`src/rtl/eth_mii_rx_axis_pkg.sv`:
```
// Shared Ethernet receive constants and the receive FSM state type.
package eth_mii_rx_axis_pkg;

    localparam logic [3:0]  ETH_PREAMBLE_NIBBLE = 4'h5;
    localparam logic [3:0]  ETH_SFD_NIBBLE      = 4'hD;
    localparam logic [31:0] ETH_CRC_POLY        = 32'hEDB88320;
    localparam logic [31:0] ETH_CRC_RESIDUE     = 32'hDEBB20E3;
    localparam logic [31:0] ETH_CRC_INIT        = 32'hFFFFFFFF;

    typedef enum logic [2:0] {
        ST_IDLE,
        ST_PREAMBLE,
        ST_PAYLOAD,
        ST_EOF,
        ST_DROP
    } rx_state_t;

endpackage

```
`src/rtl/eth_mii_rx_axis_crc32_d8.sv`:
```
// Combinational byte-wide Ethernet CRC-32 step (reflected polynomial, no final inversion).
module eth_crc32_d8
    import eth_mii_rx_axis_pkg::*;
(
    input  logic [31:0] crc_in,
    input  logic [7:0]  data,
    output logic [31:0] crc_out
);

    logic [31:0] c;

    always_comb begin
        c = crc_in ^ {24'h000000, data};
        for (int i = 0; i < 8; i++) begin
            c = c[0] ? ((c >> 1) ^ ETH_CRC_POLY) : (c >> 1);
        end
        crc_out = c;
    end

endmodule

```
`src/rtl/eth_mii_rx_axis.sv`:
```
// MII receive front end: nibble assembly, preamble/SFD strip, FCS strip and check,
// 8-bit AXI-stream output with the bad-frame flag on tlast.
//
// state    | meaning
// IDLE     | waiting for dv with a preamble nibble
// PREAMBLE | consuming 5-nibbles until the SFD nibble
// PAYLOAD  | assembling bytes, CRC, FCS delay line, emitting pending byte
// EOF      | dv fell: emit last byte with tlast/tuser and error pulses
// DROP     | discarding until dv falls
module eth_mii_rx_axis
    import eth_mii_rx_axis_pkg::*;
#(
    parameter int unsigned MIN_FRAME_LENGTH = 64,
    parameter int unsigned MAX_FRAME_LENGTH = 1518
) (
    input  logic       clk,
    input  logic       rst,
    input  logic [3:0] mii_rxd,
    input  logic       mii_rx_dv,
    input  logic       mii_rx_er,
    output logic [7:0] m_axis_tdata,
    output logic       m_axis_tvalid,
    output logic       m_axis_tlast,
    output logic       m_axis_tuser,
    output logic       busy,
    output logic       error_bad_frame,
    output logic       error_bad_fcs
);

    localparam logic [10:0] MIN_LEN  = 11'(MIN_FRAME_LENGTH);
    localparam logic [10:0] MAX_LEN  = 11'(MAX_FRAME_LENGTH);
    localparam logic [10:0] DL_DEPTH = 11'd4;

    rx_state_t       state, state_n;
    logic            phase, phase_n;
    logic [3:0]      lo_nib, lo_nib_n;
    logic [10:0]     count, count_n, count_inc;
    logic [31:0]     crc, crc_n, crc_upd;
    logic            er_flag, er_flag_n;
    logic [3:0][7:0] dl, dl_n;
    logic [7:0]      pend, pend_n;
    logic            pend_valid, pend_valid_n;
    logic [7:0]      tdata_n;
    logic            tvalid_n, tlast_n, tuser_n, ebf_n, efcs_n;
    logic [7:0]      new_byte;
    logic            fcs_bad, frame_bad;

    assign new_byte  = {mii_rxd, lo_nib};
    assign count_inc = (count == 11'h7FF) ? count : count + 11'd1;
    assign fcs_bad   = (crc != ETH_CRC_RESIDUE);
    assign frame_bad = er_flag | phase | fcs_bad | (count < MIN_LEN);
    assign busy      = (state != ST_IDLE);

    eth_crc32_d8 u_crc (
        .crc_in  (crc),
        .data    (new_byte),
        .crc_out (crc_upd)
    );

    always_comb begin
        state_n      = state;
        phase_n      = phase;
        lo_nib_n     = lo_nib;
        count_n      = count;
        crc_n        = crc;
        er_flag_n    = er_flag;
        dl_n         = dl;
        pend_n       = pend;
        pend_valid_n = pend_valid;
        tdata_n      = 8'h00;
        tvalid_n     = 1'b0;
        tlast_n      = 1'b0;
        tuser_n      = 1'b0;
        ebf_n        = 1'b0;
        efcs_n       = 1'b0;
        case (state)
            ST_IDLE: begin
                if (mii_rx_dv) begin
                    state_n = (mii_rxd == ETH_PREAMBLE_NIBBLE) ? ST_PREAMBLE : ST_DROP;
                end
            end
            ST_PREAMBLE: begin
                if (!mii_rx_dv) begin
                    state_n = ST_IDLE;
                end else if (mii_rxd == ETH_SFD_NIBBLE) begin
                    state_n      = ST_PAYLOAD;
                    phase_n      = 1'b0;
                    count_n      = '0;
                    crc_n        = ETH_CRC_INIT;
                    er_flag_n    = 1'b0;
                    pend_valid_n = 1'b0;
                end else if (mii_rxd != ETH_PREAMBLE_NIBBLE) begin
                    state_n = ST_DROP;
                end
            end
            ST_PAYLOAD: begin
                if (!mii_rx_dv) begin
                    state_n = ST_EOF;
                end else begin
                    if (mii_rx_er) er_flag_n = 1'b1;
                    if (!phase) begin
                        lo_nib_n = mii_rxd;
                        phase_n  = 1'b1;
                    end else begin
                        phase_n = 1'b0;
                        if (count >= MAX_LEN) begin
                            // Overlength: this byte is dropped and the frame closed as bad.
                            state_n      = ST_DROP;
                            pend_valid_n = 1'b0;
                            tvalid_n     = pend_valid;
                            tdata_n      = pend;
                            tlast_n      = pend_valid;
                            tuser_n      = pend_valid;
                            ebf_n        = 1'b1;
                        end else begin
                            count_n = count_inc;
                            crc_n   = crc_upd;
                            dl_n    = {dl[2:0], new_byte};
                            if (count >= DL_DEPTH) begin
                                tvalid_n     = pend_valid;
                                tdata_n      = pend;
                                pend_n       = dl[3];
                                pend_valid_n = 1'b1;
                            end
                        end
                    end
                end
            end
            ST_EOF: begin
                state_n      = ST_IDLE;
                pend_valid_n = 1'b0;
                if (pend_valid) begin
                    tvalid_n = 1'b1;
                    tdata_n  = pend;
                    tlast_n  = 1'b1;
                    tuser_n  = frame_bad;
                    ebf_n    = frame_bad;
                    efcs_n   = fcs_bad;
                end else begin
                    ebf_n = 1'b1;
                end
            end
            ST_DROP: begin
                if (!mii_rx_dv) state_n = ST_IDLE;
            end
            default: state_n = ST_IDLE;
        endcase
    end

    always_ff @(posedge clk or posedge rst) begin
        if (rst) begin
            state           <= ST_IDLE;
            phase           <= 1'b0;
            lo_nib          <= '0;
            count           <= '0;
            crc             <= ETH_CRC_INIT;
            er_flag         <= 1'b0;
            dl              <= '0;
            pend            <= '0;
            pend_valid      <= 1'b0;
            m_axis_tdata    <= '0;
            m_axis_tvalid   <= 1'b0;
            m_axis_tlast    <= 1'b0;
            m_axis_tuser    <= 1'b0;
            error_bad_frame <= 1'b0;
            error_bad_fcs   <= 1'b0;
        end else begin
            state           <= state_n;
            phase           <= phase_n;
            lo_nib          <= lo_nib_n;
            count           <= count_n;
            crc             <= crc_n;
            er_flag         <= er_flag_n;
            dl              <= dl_n;
            pend            <= pend_n;
            pend_valid      <= pend_valid_n;
            m_axis_tdata    <= tdata_n;
            m_axis_tvalid   <= tvalid_n;
            m_axis_tlast    <= tlast_n;
            m_axis_tuser    <= tuser_n;
            error_bad_frame <= ebf_n;
            error_bad_fcs   <= efcs_n;
        end
    end

endmodule

```
`config.mk`:
```
export PLATFORM = sky130hd
export DESIGN_NAME = eth_mii_rx_axis
export DESIGN_NICKNAME = d
export VERILOG_FILES = /design/src/rtl/eth_mii_rx_axis_pkg.sv /design/src/rtl/eth_mii_rx_axis_crc32_d8.sv /design/src/rtl/eth_mii_rx_axis.sv
export SDC_FILE = /design/constraint.sdc
export NUM_CORES = 1
export LEC_CHECK = 0
export CORE_ASPECT_RATIO = 1.25
export CORE_MARGIN = 3
export CORE_UTILIZATION = 54
export DETAILED_ROUTE_END_ITERATION = 12
export GPL_TIMING_DRIVEN = 0
export HOLD_SLACK_MARGIN = 0.15
export PLACE_DENSITY = 0.72
export SETUP_SLACK_MARGIN = 0.4
export SLEW_MARGIN = 0
export SYNTH_ARGS = -nofsm -noshare
export SYNTH_HDL_FRONTEND = slang
export SYNTH_SLANG_ARGS = --single-unit
```
`constraint.sdc`:
```
create_clock -name clk -period 6.7 [get_ports clk]
set_input_delay 1.34 -clock clk [delete_from_list [all_inputs] [get_ports clk]]
set_output_delay 1.34 -clock clk [all_outputs]
set_load 0.1 [all_outputs]
```
Yosys cells after proc, flatten, opt, wreduce, memory -nomap -nowiden. Index checks and enable logic that the tools add are counted.

Register bits after elaboration: 106. Memory bits (read-only): 0. Latch bits: 0. Memories kept: 0. Logic and storage cells: 140. Memory bits (writable): 0. Output and inout port bits: 14.

Reductions and logical operators: 13. Muxes and demuxes: 69. Multipliers: 0. Eq/ne operators: 22. Bitwise logic cells: 14. Magnitude comparators: 3. Divide/modulo/power cells: 0. Shift-type cells: 0. Add/sub/neg operators: 1.

Operators by type and width (number): two-way mux 32 bit (13); inverter 13 -> 14 bit (8); two-way mux 11 bit (6); case mux 32 bit (2 select lines) (1); two-way mux 8 bit (5); inequality test 32 bit, second input constant (1); XOR 32 x 8 -> 32 bit (1); two-way mux 3 bit (9); two-way mux 1 bit (25); case mux 11 bit (2 select lines) (1); inequality test 2 bit, second input constant (9); case mux 8 bit (2 select lines) (1); AND reduction 5 bit (3); case mux 1 bit (2 select lines) (6); case mux 3 bit (4 select lines) (1); AND reduction 6 bit (2); adder 11 x 1 -> 11 bit, second input constant (1); == test 11 bit, second input constant (1); >= comparator 11 bit, second input constant (1); >= comparator 11 x 3 -> 1 bit, second input constant (1); < comparator 11 x 7 -> 1 bit, second input constant (1); inequality test 3 bit, second input constant (3); AND reduction 4 bit (2); AND reduction 7 bit (1); 14 further kinds (19).

Longest topological paths before layout. Gate-level depths: netlist (run 1).

Depth after elaboration: 21. Gate-level depth with buffers: 10. Gate-level depth less buffers: 5.

Hierarchy. A second synthesis (run 1) with hierarchy kept.

Cell total of the unflattened synthesis: 405. Area total of the unflattened synthesis: 5485.3 sq um.

By module, submodules not included: eth_mii_rx_axis (area each 4560.6 sq um, seq. area each 2692.6 sq um, instances 1, cells each 338); eth_crc32_d8 (area each 924.6 sq um, seq. area each 0.0 sq um, instances 1, cells each 67).

Least setup slack after synthesis (run 1). Ideal clock, no wire load.

Path type: input -> register. Start point: in mii_rxd[1]. End point: reg dl[0] (netlist bit). Required time: 6.573 ns. Setup time: 0.127 ns. Path buffers: 3. Path slack: 3.545 ns. Arrival: 3.028 ns. Stages on the path: 8. Cells stage by stage: nand4b_1 or3_1 buf_2 a21oi_4 and2_1 buf_4 buf_6 mux2_1.

RTL lines: from (decl) (RTL line eth_mii_rx_axis.sv:18) `input logic [3:0] mii_rxd,`; to (signal assigned) (RTL line eth_mii_rx_axis.sv:174) `dl <= dl_n;`; to (decl) (RTL line eth_mii_rx_axis.sv:40) `logic [3:0][7:0] dl, dl_n;`.

Worst setup path after layout (run 1).
Start point: reg state[2]. End point: out busy.

Word-level cells in the longest chain between the ends: 1.

Ends and longest elaborated chain: from (decl) (RTL line eth_mii_rx_axis.sv:34) `rx_state_t state, state_n;`; from (signal assigned) (RTL line eth_mii_rx_axis.sv:168) `state <= state_n;`; nonzero test 3 bit (RTL line eth_mii_rx_axis.sv:52) `assign busy = (state != ST_IDLE);`; to (decl) (RTL line eth_mii_rx_axis.sv:25) `output logic busy,`.

No other way between the ends.

==> results of run 1 <==
[area by class of cell]
type	instances	share of cell area
Buffer	18	0.0198
Clock buffer	9	0.0388
Inverter	12	0.00819
Sequential cell	106	0.464
Multi-Input combinational cell	303	0.387
Clock inverter	7	0.0144
Tap cell	123	0.0265
Timing Repair Buffer	22	0.0410
[worst register-to-register path, delay by kind of cell, from the launching register on]
family,cells,cell delay [ps]
multiplexers,1,340
flip-flops,1,380
buffers and inverters,3,540
AO/OA/AOI/OAI,1,330
AND/OR/NAND/NOR,3,870
[path summary, 6_finish.rpt]
check                                   to  slack, ps
hold reg to reg            m_axis_tdata[3]        480
setup reg to reg                    dl[25]       4130
min in group asynchronous         count[9]       1350
setup / recovery                      busy       2940
max in group asynchronous           crc[2]       4600
hold / removal             m_axis_tdata[3]        480
[Yosys cell counts, types with 9 or more instances]
| master | n |
|---|---|
| dfrtp_1 | 74 |
| xnor2_1 | 47 |
| nor2_1 | 46 |
| a21oi_1 | 39 |
| dfstp_2 | 32 |
| mux2_1 | 30 |
| xor2_1 | 22 |
| mux2_2 | 14 |
| nand2_1 | 14 |
| inv_1 | 12 |
| and2_1 | 10 |
| nand3_1 | 9 |
[power breakdown]
group / switching, mW / internal, mW / leakage (nW)
combinational: 0.120 / 0.0712 / 1.02
sequential: 0.0123 / 0.659 / 1.34
clock: 0.251 / 0.298 / 0.154
total: 0.383 / 1.03 / 2.51
[per-layer routing]
metal / global-route usage / wire, um
met5: 0 / 0
met4: 0.0850 / 203
met2: 0.341 / 5000
met3: 0.0421 / 333
met1: 0.266 / 4440
[flip-flops by register name, summed over array words and instances, names as in the netlist, 3 cells and up]
name          count
crc              32
dl               32
count            11
m_axis_tdata      8
pend              8
lo_nib            4
state             3
[through the flow]
stage / instance area [um^2] / util / worst slack, ps / total power [mW]
6_report: 5800 / 0.632 / 2940 / 1.41
5_1_grt: 5800 / 0.632 / 2830 / 1.47
4_1_cts: 5800 / 0.632 / 2940 / 1.42
3_5_place_dp: 5490 / 0.599 / 2630 / 0.872
3_3_place_gp: 5460 / 0.595 / 1220 / 0.866
2_1_floorplan: 5100 / - / 2620 / 0.826
[kinds of logic (layout without fill, tap and decap cells)]
kind of cell / Yosys count / in the layout / synth area share
multiplexers: 44 / 44 / 0.0972
AO/OA/AOI/OAI: 69 / 69 / 0.0898
flip-flops: 106 / 106 / 0.528
adder cells (fa/ha/maj): 1 / 1 / 0.00245
AND/OR/NAND/NOR: 116 / 116 / 0.118
XOR/XNOR: 73 / 73 / 0.133
buffers and inverters: 30 / 68 / 0.0314
==> impl_metrics.tcl, run 1 <==
set metrics [dict create \
    status "complete, no violations" \
    finalHoldViolCount 0 \
    fp-row-count 39 \
    cpPeakStageDelay_ps 1140 \
    power_density_nw_per_um2 243 \
    synth_top_area_share 0.363 \
    ys_top_cells_by_area "dfrtp_1, dfstp_2, xnor2_1" \
    gp_congestion 0.899 \
    synth_top_area_cell "dfrtp_1" \
    grt_max_degree 73 \
    critPathBufInv 3 \
    tightest_slew_ps 1300 \
    syn2layout_area_growth_pct 13.8 \
    fin_cells 600 \
    critPathKind "flop to output port" \
    ant_nets 0 \
    synth_cell_type_count 58 \
    async_reset_ff_frac 1.00 \
    htreeDepth 3 \
    r2r_cells 8 \
    min_period_ps 3760 \
    insertion_delay_ps 350 \
    initial_core_util 0.556 \
    clock_path_buffers 2 \
    syn_area_per_cell_um2 11.6 \
    drt-total-wl_mm 9.98 \
    final_common_cell "dfrtp_1" \
    critPathMaxFanout 10 \
    drt-initial-drc-count 175 \
    io_pins 22 \
    synth-seq-area-share 0.528 \
    synth_edf_count 0 \
    crit_family "buffers and inverters" \
    finClkSkew_ps 7.67 \
    die_height_um 115 \
    placedCellCount 584 \
    vias 3319 \
    synth_warnings 0 \
    reg2reg_from "state[2]" \
    finalCritPeriodShare 0.561 \
    nets 481 \
    post_route_cells_drive_above_1_share 0.184 \
    critPathArrivalTime_ps 2420 \
    synth_area_um2 5100 \
    ir_drop_uv 124 \
    synthFlopType "dfrtp_1" \
    path_depth 4 \
    drv_slew 0 \
    numCtsBuffers 9 \
    num_antenna_cells 0 \
    fmaxAchievable_mhz 266 \
    finalSetupViolations 0 \
    firstDrtPassIters 4 \
    final_cell_mix "dfrtp_1, xnor2_1, nor2_1, a21oi_1, dfstp_2" \
    cts_tree "yes" \
    numPortBuffers 21 \
    cts_sinks 106 \
    worst_path_max_delay_cell "clkdlybuf4s50_1" \
    grt_antenna_before_repair 0 \
    multi_input_comb_area_um2 2250 \
    cts-root-buf "clkbuf_16" \
    min-delay-start "pend[3]" \
    whs_path_depth 1 \
    core_area_um2 9170 \
    critPathLaunchType "flop" \
    holdWs_ps 477 \
    cp-startpoint "state[2]" \
    rsz0062_at_grt "false" \
    post-cts-setup-buffer-count 0 \
    cts_resized 0 \
    die_area_um2 10700 \
    syn-num-nets 448 \
    hp-class "flop to flop" \
    drc 0 \
    power.leakage_nw 2.51 \
    vias_per_cell 5.53 \
    grt_pass1_vias 3441 \
    crit_chain "clkbuf_1 > inv_1 > nand3_1 > clkdlybuf4s50_1" \
    hold_buffers 0 \
    required_ps 5360 \
    end_kind "output port" \
    drv_cap 0 \
    setup_tns_ps 0 \
    chipWidth_um 92.9 \
    gr-usage-all-layers 0.207 \
    fillers 767 \
    clk_pin_slew_ps 70 \
    overflow 0 \
    dp_hpwl_mm 7.00 \
    regArea_um2 2690 \
    wl_per_cell_um 16.6 \
    relSlewSlack 0.125 \
    ys_ff_latch 106 \
    synthCells 439 \
    grt_pass1_wl_mm 17.2 \
]
(Power assumes the default switching activity.)
==> inputs of run 2 (changes only) <==
--- a/config.mk
+++ b/config.mk
@@ -11,7 +11,7 @@
 export DETAILED_ROUTE_END_ITERATION = 12
 export GPL_TIMING_DRIVEN = 0
 export HOLD_SLACK_MARGIN = 0.15
-export PLACE_DENSITY = 0.72
+export PLACE_DENSITY = 0.75
 export SETUP_SLACK_MARGIN = 0.4
 export SLEW_MARGIN = 0
 export SYNTH_ARGS = -nofsm -noshare
==> constraint.sdc (replaced) <==
create_clock -name clk -period 3.1 [get_ports clk]
set_input_delay 0.62 -clock clk [delete_from_list [all_inputs] [get_ports clk]]
set_output_delay 0.62 -clock clk [all_outputs]
set_load 0.1 [all_outputs]
==> impl_metrics.tcl, run 2 (synthesized netlist as in run 1, its figures left out) <==
set metrics [dict create \
    critPathMaxFanout 10 \
    clk_pin_slew_ps 80 \
    firstDrtPassIters 4 \
    htreeDepth 3 \
    ir_drop_uv 272 \
    end_kind "flop" \
    num_antenna_cells 0 \
    tightest_slew_ps 1320 \
    placedCellCount 585 \
    numCtsBuffers 9 \
    dp_hpwl_mm 7.33 \
    reg_top3 "crc x32, dl x32, count x11" \
    final_common_cell "dfrtp_1" \
    drt-initial-drc-count 172 \
    wl_per_cell_um 17.1 \
    holdWs_ps 484 \
    insertion_delay_ps 350 \
    power_mw 2.99 \
    cts-root-buf "clkbuf_16" \
    io_pins 22 \
    die_area_um2 10700 \
    gr-usage-all-layers 0.215 \
    core_area_um2 9170 \
    initial_core_util 0.556 \
    drv_cap 0 \
    finalSetupViolations 0 \
    numPortBuffers 21 \
    min_period_ps 2500 \
    grt_pass1_wl_mm 17.9 \
    power.leakage_nw 2.55 \
    nets 485 \
    hold_buffers 0 \
    critPathArrivalTime_ps 2730 \
    status "complete, no violations" \
    dr_wl_met2_mm 5.32 \
    dr_wl_met3_um 393 \
    syn2layout_area_growth_pct 14.4 \
    grt_antenna_before_repair 0 \
    finalCritPeriodShare 0.807 \
    drv_slew 0 \
    drt-total-wl_mm 10.3 \
    relSlewSlack 0.113 \
    final_util 0.636 \
    design_area_um2 5830 \
    gp_congestion 0.905 \
    clock_path_buffers 2 \
    wirelength_met1_mm 4.34 \
    worst_slack_ps 597 \
    fin_cells 604 \
    ant_nets 0 \
    power_density_nw_per_um2 513 \
    cts_sinks 106 \
    required_ps 3330 \
    rsz0062_at_grt "false" \
    critPathKind "input pin to flop" \
    chipWidth_um 92.9 \
    finalHoldViolCount 0 \
    post_route_cells_drive_above_1_share 0.200 \
    place_ws_ps -250 \
    overflow 0 \
    finClkSkew_ps 7.59 \
    critPathLaunchType "input pin" \
    die_height_um 115 \
    fp-row-count 39 \
    grt_max_degree 42 \
    grt_pass1_vias 3624 \
    top_layer_used "met4" \
    vias 3400 \
    setup_tns_ps 0 \
    vias_per_cell 5.63 \
    hp-class "flop to flop" \
    fmaxAchievable_mhz 400 \
    cts_tree "yes" \
    place_area_um2 5510 \
    final_cell_mix "dfrtp_1, nor2_1, xnor2_1, a21oi_1, dfstp_2" \
    drc 0 \
]
==> run 2: routing by layer <==
layer  up-vias  track usage
li1       1592            -
met1      1708        0.265
met2        76        0.365
met3        24       0.0473
met4         0       0.0870
met5         -            0
==> run 2: area by class of cell <==
cell class	instances	area (um^2)
Buffer	18	116
Clock buffer	9	225
Clock inverter	7	71.3
Fill cell	744	3340
Inverter	12	48.8
Multi-Input combinational cell	303	2260
Sequential cell	106	2690
Tap cell	123	154
Timing Repair Buffer	26	265
==> run 2: worst paths after layout <==
kind                             from        to  slack [ps]  cells after the start
max                        mii_rxd[3]     dl[9]         600                      9
min                            dl[15]    dl[15]         480                      1
max reg2reg                  state[2]   pend[5]         630                      6
min reg2reg                    dl[15]    dl[15]         480                      1
max in group asynchronous         rst    crc[9]        1430                      4
min in group asynchronous         rst  count[8]         730                      2
==> run 2: power breakdown <==
part / total (mW) / switching, mW / leakage (nW) / internal [mW]
Combinational: 0.411 / 0.263 / 1.07 / 0.148
Clock: 1.13 / 0.559 / 0.145 / 0.571
Sequential: 1.45 / 0.0274 / 1.34 / 1.42
==> run 2: what timing repair did <==
item,4_1_cts,5_1_grt
buffers inserted,3,0
cloned,0,0
resized for setup,7,5
pin swaps,1,0
endpoints found under the setup margin,63,7
==> run 2: critical path, cell delays in order <==
cell           delay (ps)
dlygate4sd2_1         400
nand4b_1              170
or3_1                 360
buf_2                 200
a21oi_4               160
and2_1                150
buf_4                 160
buf_6                 160
mux2_1                340
